===== config.mk =====
export PLATFORM = sky130hd
export DESIGN_NAME = instruction_fetch_flat
export DESIGN_NICKNAME = d
export VERILOG_FILES = /design/src/rtl/instruction_fetch_if.sv /design/src/rtl/instruction_fetch.sv /design/src/flat_wrapper.sv
export SDC_FILE = /design/constraint.sdc
export NUM_CORES = 1
export LEC_CHECK = 0
export CAP_MARGIN = 10
export CORE_UTILIZATION = 49
export DETAILED_ROUTE_END_ITERATION = 6
export PLACE_DENSITY_LB_ADDON = 0.12
export SETUP_SLACK_MARGIN = 0.2
export SLEW_MARGIN = 10
export SYNTH_ARGS = -nofsm -noshare
export SYNTH_HDL_FRONTEND = slang
export SYNTH_SLANG_ARGS = --single-unit
export TNS_END_PERCENT = 30

===== constraint.sdc =====
create_clock -name clk -period 4.55 [get_ports clk]
set_input_delay 0.91 -clock clk [delete_from_list [all_inputs] [get_ports clk]]
set_output_delay 0.91 -clock clk [all_outputs]
set_load 0.005 [all_outputs]

===== src/rtl/instruction_fetch_if.sv =====
// Bus bundle between the fetch unit, its program ROM and the instruction consumer.
// The master side is the fetch unit itself; the slave side is its environment
// (ROM plus the execute stage that takes instructions).
interface instruction_fetch_if;
  logic [7:0] romAddress;
  logic [7:0] romData;
  logic       halt;
  logic       instrValid;
  logic       instrAccept;
  logic [7:0] opcode;
  logic [7:0] operand;
  logic [7:0] instrAddress;
  logic       jumpEnable;
  logic [7:0] jumpTarget;

  modport master (
    output romAddress,
    output instrValid,
    output opcode,
    output operand,
    output instrAddress,
    input  romData,
    input  halt,
    input  instrAccept,
    input  jumpEnable,
    input  jumpTarget
  );

  modport slave (
    input  romAddress,
    input  instrValid,
    input  opcode,
    input  operand,
    input  instrAddress,
    output romData,
    output halt,
    output instrAccept,
    output jumpEnable,
    output jumpTarget
  );
endinterface


===== src/rtl/instruction_fetch.sv =====
// Instruction fetch unit for an 8-bit core with a registered program ROM.
// Fetches one opcode byte and, for two-byte opcodes, one operand byte, then
// holds the complete instruction until the consumer accepts it. An accept may
// redirect the program counter to a jump target.
module instruction_fetch (
  input logic                 clk,
  input logic                 reset,
  instruction_fetch_if.master bus
);

  typedef enum logic [1:0] {
    FETCH     = 2'd0,
    LATCH_OP  = 2'd1,
    LATCH_ARG = 2'd2,
    PRESENT   = 2'd3
  } state_t;

  state_t     state;
  logic [7:0] pc;
  logic [7:0] opcode_q;
  logic [7:0] operand_q;
  logic [7:0] instr_addr_q;
  logic       valid_q;
  logic       two_byte;

  // Opcodes 0x01-0x0A and 0x10-0x17 carry an operand byte; everything else stands alone.
  always_comb begin
    two_byte = 1'b0;
    if ((bus.romData >= 8'h01) && (bus.romData <= 8'h0A))
      two_byte = 1'b1;
    else if ((bus.romData >= 8'h10) && (bus.romData <= 8'h17))
      two_byte = 1'b1;
  end

  // Fetch sequencer: the ROM answers one cycle after the address, so each byte
  // is captured in the state after the PC pointed at it. PC wraps modulo 256.
  always_ff @(posedge clk) begin
    if (reset) begin
      state        <= FETCH;
      pc           <= 8'h00;
      opcode_q     <= 8'h00;
      operand_q    <= 8'h00;
      instr_addr_q <= 8'h00;
      valid_q      <= 1'b0;
    end else begin
      case (state)
        FETCH: begin
          if (!bus.halt) begin
            pc           <= pc + 8'd1;
            instr_addr_q <= pc;
            state        <= LATCH_OP;
          end
        end
        LATCH_OP: begin
          opcode_q <= bus.romData;
          if (two_byte) begin
            pc    <= pc + 8'd1;
            state <= LATCH_ARG;
          end else begin
            operand_q <= 8'h00;
            valid_q   <= 1'b1;
            state     <= PRESENT;
          end
        end
        LATCH_ARG: begin
          operand_q <= bus.romData;
          valid_q   <= 1'b1;
          state     <= PRESENT;
        end
        PRESENT: begin
          if (bus.instrAccept) begin
            if (bus.jumpEnable)
              pc <= bus.jumpTarget;
            valid_q <= 1'b0;
            state   <= FETCH;
          end
        end
        default: begin
          valid_q <= 1'b0;
          state   <= FETCH;
        end
      endcase
    end
  end

  assign bus.romAddress   = pc;
  assign bus.instrValid   = valid_q;
  assign bus.opcode       = opcode_q;
  assign bus.operand      = operand_q;
  assign bus.instrAddress = instr_addr_q;

endmodule


===== src/flat_wrapper.sv =====
// flat-port wrapper written by rule: the top's interface ports become plain ports
module instruction_fetch_flat 
  (clk, reset, bus_romAddress, bus_instrValid, bus_opcode, bus_operand, bus_instrAddress, bus_romData, bus_halt, bus_instrAccept, bus_jumpEnable, bus_jumpTarget);
  instruction_fetch_if bus_i ();
  input logic clk;
  input logic reset;
  output wire logic [$bits(bus_i.romAddress)-1:0] bus_romAddress;
  output wire logic [$bits(bus_i.instrValid)-1:0] bus_instrValid;
  output wire logic [$bits(bus_i.opcode)-1:0] bus_opcode;
  output wire logic [$bits(bus_i.operand)-1:0] bus_operand;
  output wire logic [$bits(bus_i.instrAddress)-1:0] bus_instrAddress;
  input wire logic [$bits(bus_i.romData)-1:0] bus_romData;
  input wire logic [$bits(bus_i.halt)-1:0] bus_halt;
  input wire logic [$bits(bus_i.instrAccept)-1:0] bus_instrAccept;
  input wire logic [$bits(bus_i.jumpEnable)-1:0] bus_jumpEnable;
  input wire logic [$bits(bus_i.jumpTarget)-1:0] bus_jumpTarget;
  assign bus_romAddress = bus_i.romAddress;
  assign bus_instrValid = bus_i.instrValid;
  assign bus_opcode = bus_i.opcode;
  assign bus_operand = bus_i.operand;
  assign bus_instrAddress = bus_i.instrAddress;
  assign bus_i.romData = bus_romData;
  assign bus_i.halt = bus_halt;
  assign bus_i.instrAccept = bus_instrAccept;
  assign bus_i.jumpEnable = bus_jumpEnable;
  assign bus_i.jumpTarget = bus_jumpTarget;
  instruction_fetch u_core (.clk(clk), .reset(reset), .bus(bus_i));
endmodule

# --- After elaboration in Yosys (flattened, before gate mapping) ---
# Cells that the tools add are included.
# W data, S select, Z words.
word_totals:
  word_cells: 47
  reg_bits: 35
  input_bits: 21
classes:
  eq_ne: 8
  order_cmp: 4
  n_mux: 16
  bitwise: 1
  reduce_logical: 11
  addsub: 1
ops:
  columns: ["op", "count"]
  rows:
  - ["$mux W8", 5]
  - ["$pmux W8 S3", 1]
  - ["$pmux W8 S2", 1]
  - ["$add A8 B1 Y8 const B", 1]
  - ["$ge A8 B1 Y1 const B", 1]
  - ["$ge A8 B5 Y1 const B", 1]
  - ["$le A8 B4 Y1 const B", 1]
  - ["$le A8 B5 Y1 const B", 1]
  - ["$ne A2 B2 Y1 const B", 4]
  - ["$pmux W2 S4", 1]
  - ["$reduce_and A2 Y1", 3]
  - ["$reduce_bool A3 Y1", 2]
  - ["$mux W1", 5]
  - ["$reduce_and A5 Y1", 1]
  - ["$eq A2 B2 Y1 const B", 2]
  - ["$mux W2", 2]
  - ["$pmux W1 S3", 1]
  - ["$reduce_and A3 Y1", 1]
  - ["$eq A2 B1 Y1 const B", 1]
  - ["$logic_and A1 B1 Y1", 2]
  - ["$logic_not A2 Y1", 1]
  - ["$ne A2 B1 Y1 const B", 1]
  - ["$reduce_bool A2 Y1", 1]
  - ["$not A1 Y1", 1]

# --- Depth between registers and ports, before layout ---
logic_depth:
  word_depth: 6
  mapped_depth: 7

# --- Worst setup path before layout ---
# No wires, ideal clock.
synth_path:
  path_kind: "input-to-reg"
  startpoint: "in bus_romData[0]"
  endpoint: "reg u_core.pc[6], in the netlist u_core.bus.romAddress[6]"
  t_arrival_ps: 1927
  setup_ps: 87
  path_buffers: 0
  slack_ps: 2536
  stages: 4
  path_cell_list: "or3_4 -> o221a_1 -> a311o_1 -> o31ai_1"
synth_via:
  elab_chain_cells: 6
  word_cells_on_any_way: 10
  classes_between: "order compare: 4; eq/ne: 1; mux: 2; reduce/logical: 3"
synth_lines:
  columns: ["item", "line_no", "rtl"]
  rows:
  - ["start: declaration", "flat_wrapper.sv:12", "input wire logic [$bits(bus_i.romData)-1:0] bus_romData;"]
  - ["$ge A8 B5 Y1 / $le A8 B5 Y1 (equally long branches)", "instruction_fetch.sv:31", "else if ((bus.romData >= 8'h10) && (bus.romData <= 8'h17))"]
  - ["$logic_and A1 B1 Y1", "instruction_fetch.sv:31", null]
  - ["$mux W1", "instruction_fetch.sv:31", null]
  - ["$mux W1 (*)", "instruction_fetch.sv:29", "if ((bus.romData >= 8'h01) && (bus.romData <= 8'h0A))"]
  - ["$ne A2 B1 Y1 (no source line) (*)", null, null]
  - ["$reduce_and A5 Y1 (no source line) (*)", null, null]
  - ["end signal: assignment", "instruction_fetch.sv:49", "pc <= pc + 8'd1;"]
  - ["end signal: assignment", "instruction_fetch.sv:57", "pc <= pc + 8'd1;"]
  - ["end signal: assignment", "instruction_fetch.sv:73", "pc <= bus.jumpTarget;"]
  - ["end: declaration", "instruction_fetch.sv:19", "logic [7:0] pc;"]
# Every way passes the cells marked *; elsewhere a longest branch is shown, timed or not.
# A chain may end at the register's enable or synchronous reset.

==> impl_metrics.tcl <==
set metrics [dict create \
    finalSetupTns_ns 0 \
    drc_errors 0 \
    grt_max_degree 32 \
    drt-initial-drc-count 108 \
    synth_area_um2 1640 \
    cp.required_ns 4.79 \
    clock_latency_ns 0.35 \
    cts_tree "yes" \
    place_area_um2 2190 \
    grt_usage_pct 24.2 \
    grt_pass1_wl_um 6390 \
    yosysTopAreaCell "dfxtp_1" \
    max_clock_freq_mhz 390 \
    relSlewSlack_pct 23.1 \
    rrSetupSlack_ns 2.19 \
    fp.dieW_um 59.9 \
    start_kind "input pin" \
    ys_types 44 \
    firstDrtPassIters 4 \
    cp_data_arrival_time_ns 2.81 \
    yosysSeqAreaShare_pct 42.6 \
    fp.dieH_um 59.9 \
    num_rows 20 \
    postCtsHoldBufs 0 \
    synth_cells 180 \
    place_congestion 0.843 \
    antenna_found_initial 0 \
    finalHoldViolCount 0 \
    maxSlewViolCount 0 \
    wl_um 4150 \
    maxCapViolations 0 \
    h-tree-depth 2 \
    skew_ns 0.0135 \
    synthTopCellsByArea "dfxtp_1, mux2i_1, a21oi_1" \
    min_period_ns 2.57 \
    antennaDiodeCount 0 \
    grt_setup_unrepaired "false" \
    coreArea_um2 3130 \
    hold_path_class "reg2reg" \
    async_flop_share_pct 0 \
    grt-ovfl-total 0 \
    setup_viol 0 \
    vias 1601 \
    cts_resized 0 \
    io_pins 54 \
    syn_to_final_growth_pct 38.4 \
    dp_hpwl_um 3070 \
    cts_buffer_depth 2 \
    worstMarginPinSlew_ns 1.15 \
    final_cells 276 \
    post_cts_buffers 0 \
    cts.sinks 35 \
    finalCritPeriodShare_pct 56.4 \
    start_util_pct 52.6 \
    synthTopCellsByCount "dfxtp_1, nand2_1, a21oi_1" \
    power.density_nw_per_um2 491 \
    grt_pass1_vias 1500 \
    ir_worst_vdd_v 0.000355 \
    crit_type "in2reg" \
    outcome "finished, final reports clean" \
    fin_area_um2 2280 \
    fin_nets 258 \
    io_buffers 53 \
    syn_nets 207 \
    synth.most_common_cell "dfxtp_1" \
    path_clk_slew_ns 0.13 \
    power.leakage_nw 0.819 \
    yosysWarnings 0 \
    cts_made_buffers 5 \
    drive_gt1_share_pct 6.03 \
    synth_area_per_cell_um2 9.13 \
    via_per_inst 5.80 \
    ant_nets 0 \
    synth_top_area_share_pct 42.6 \
    yosys_register_bits 35 \
    root_buffer "clkbuf_4" \
    die_area_um2 3590 \
    wl_per_cell_um 15.0 \
    cp_max_fo 31 \
    synth_edf_count 0 \
    post-place-ws_ns 1.61 \
    dp_cells 268 \
    synth_flop_cell "dfxtp_1" \
    endpoint_kind "flop" \
    timing.final.ws_setup_ns 1.98 \
]
-- path summary, 6_finish.rpt --
| check | cells after the start | end | start |
|---|---|---|---|
| worst min-delay path | 2 | u_core.bus.instrAddress[6] | u_core.bus.instrAddress[6] |
| worst max register to register | 6 | u_core.bus.operand[1] | u_core.state[1] |
| worst max-delay path | 4 | u_core.bus.operand[1] | reset |
| worst min register to register | 2 | u_core.bus.instrAddress[6] | u_core.bus.instrAddress[6] |
-- stage by stage --
step	utilization, %	hold slack [ns]	power (mW)
after floorplan	-	0.453	0.704
after global placement	70.2	0.444	0.873
after detailed placement	70.2	0.451	0.894
after CTS	72.8	0.467	1.12
after global routing	72.8	0.485	1.19
final	72.8	0.466	1.12
-- layer usage --
metal  global-route usage (%)  share of wire, %
met1                     25.2                40
met3                     6.71               6.0
met5                        0                 0
met2                     42.5                51
met4                     15.3               3.5
-- sequential cells by signal, indices dropped and copies added (netlist names) --
signal                   flops
u_core.bus.instrAddress      8
u_core.bus.instrValid        1
u_core.bus.opcode            8
u_core.bus.operand           8
u_core.bus.romAddress        8
u_core.state                 2
-- worst max-delay path, stage by stage --
cell,delay (ns)
clkdlybuf4s50_1,1.23
nor2b_1,0.21
and2_1,0.26
a22o_1,0.19
-- cells by family after synthesis --
logic type      Yosys count  share of synthesized area (%)
compound gates           59                           26.9
fa+ha+maj                 6                           4.57
buf+inv                  16                           3.73
flops                    35                           42.6
mux                       9                           5.48
simple gates             55                           16.7
-- cell type report --
class,count,area [µm²]
clock inverter,3,43.8
inverter,7,26.3
tap,44,55.1
timing repair buffer,53,531
fill,253,852
multi-input combinational,129,882
sequential,35,701
clock buffer,5,37.5
-- report_power, final --
group | internal [mW] | total, mW | switching, mW
Clock | 0.116 | 0.230 | 0.114
Sequential | 0.365 | 0.413 | 0.0476
Combinational | 0.232 | 0.475 | 0.243
-- cells in the final DEF (no fill, tap or decap), drive strengths merged, types with 3 or more instances in the layout --
master | Yosys | routed
a211oi | 3 | 3
ha | 6 | 6
nor2b | 3 | 3
clkdlybuf4s50 | 0 | 53
o311ai | 4 | 4
a22o | 8 | 8
nor2 | 12 | 12
o21ai | 3 | 3
o31ai | 6 | 6
a21oi | 17 | 17
clkbuf | 7 | 5
dfxtp | 35 | 35
inv | 7 | 7
nand3 | 3 | 3
nand2 | 21 | 21
nand2b | 3 | 3
mux2i | 9 | 9
Note: power is estimated with default switching activity, not from simulation.
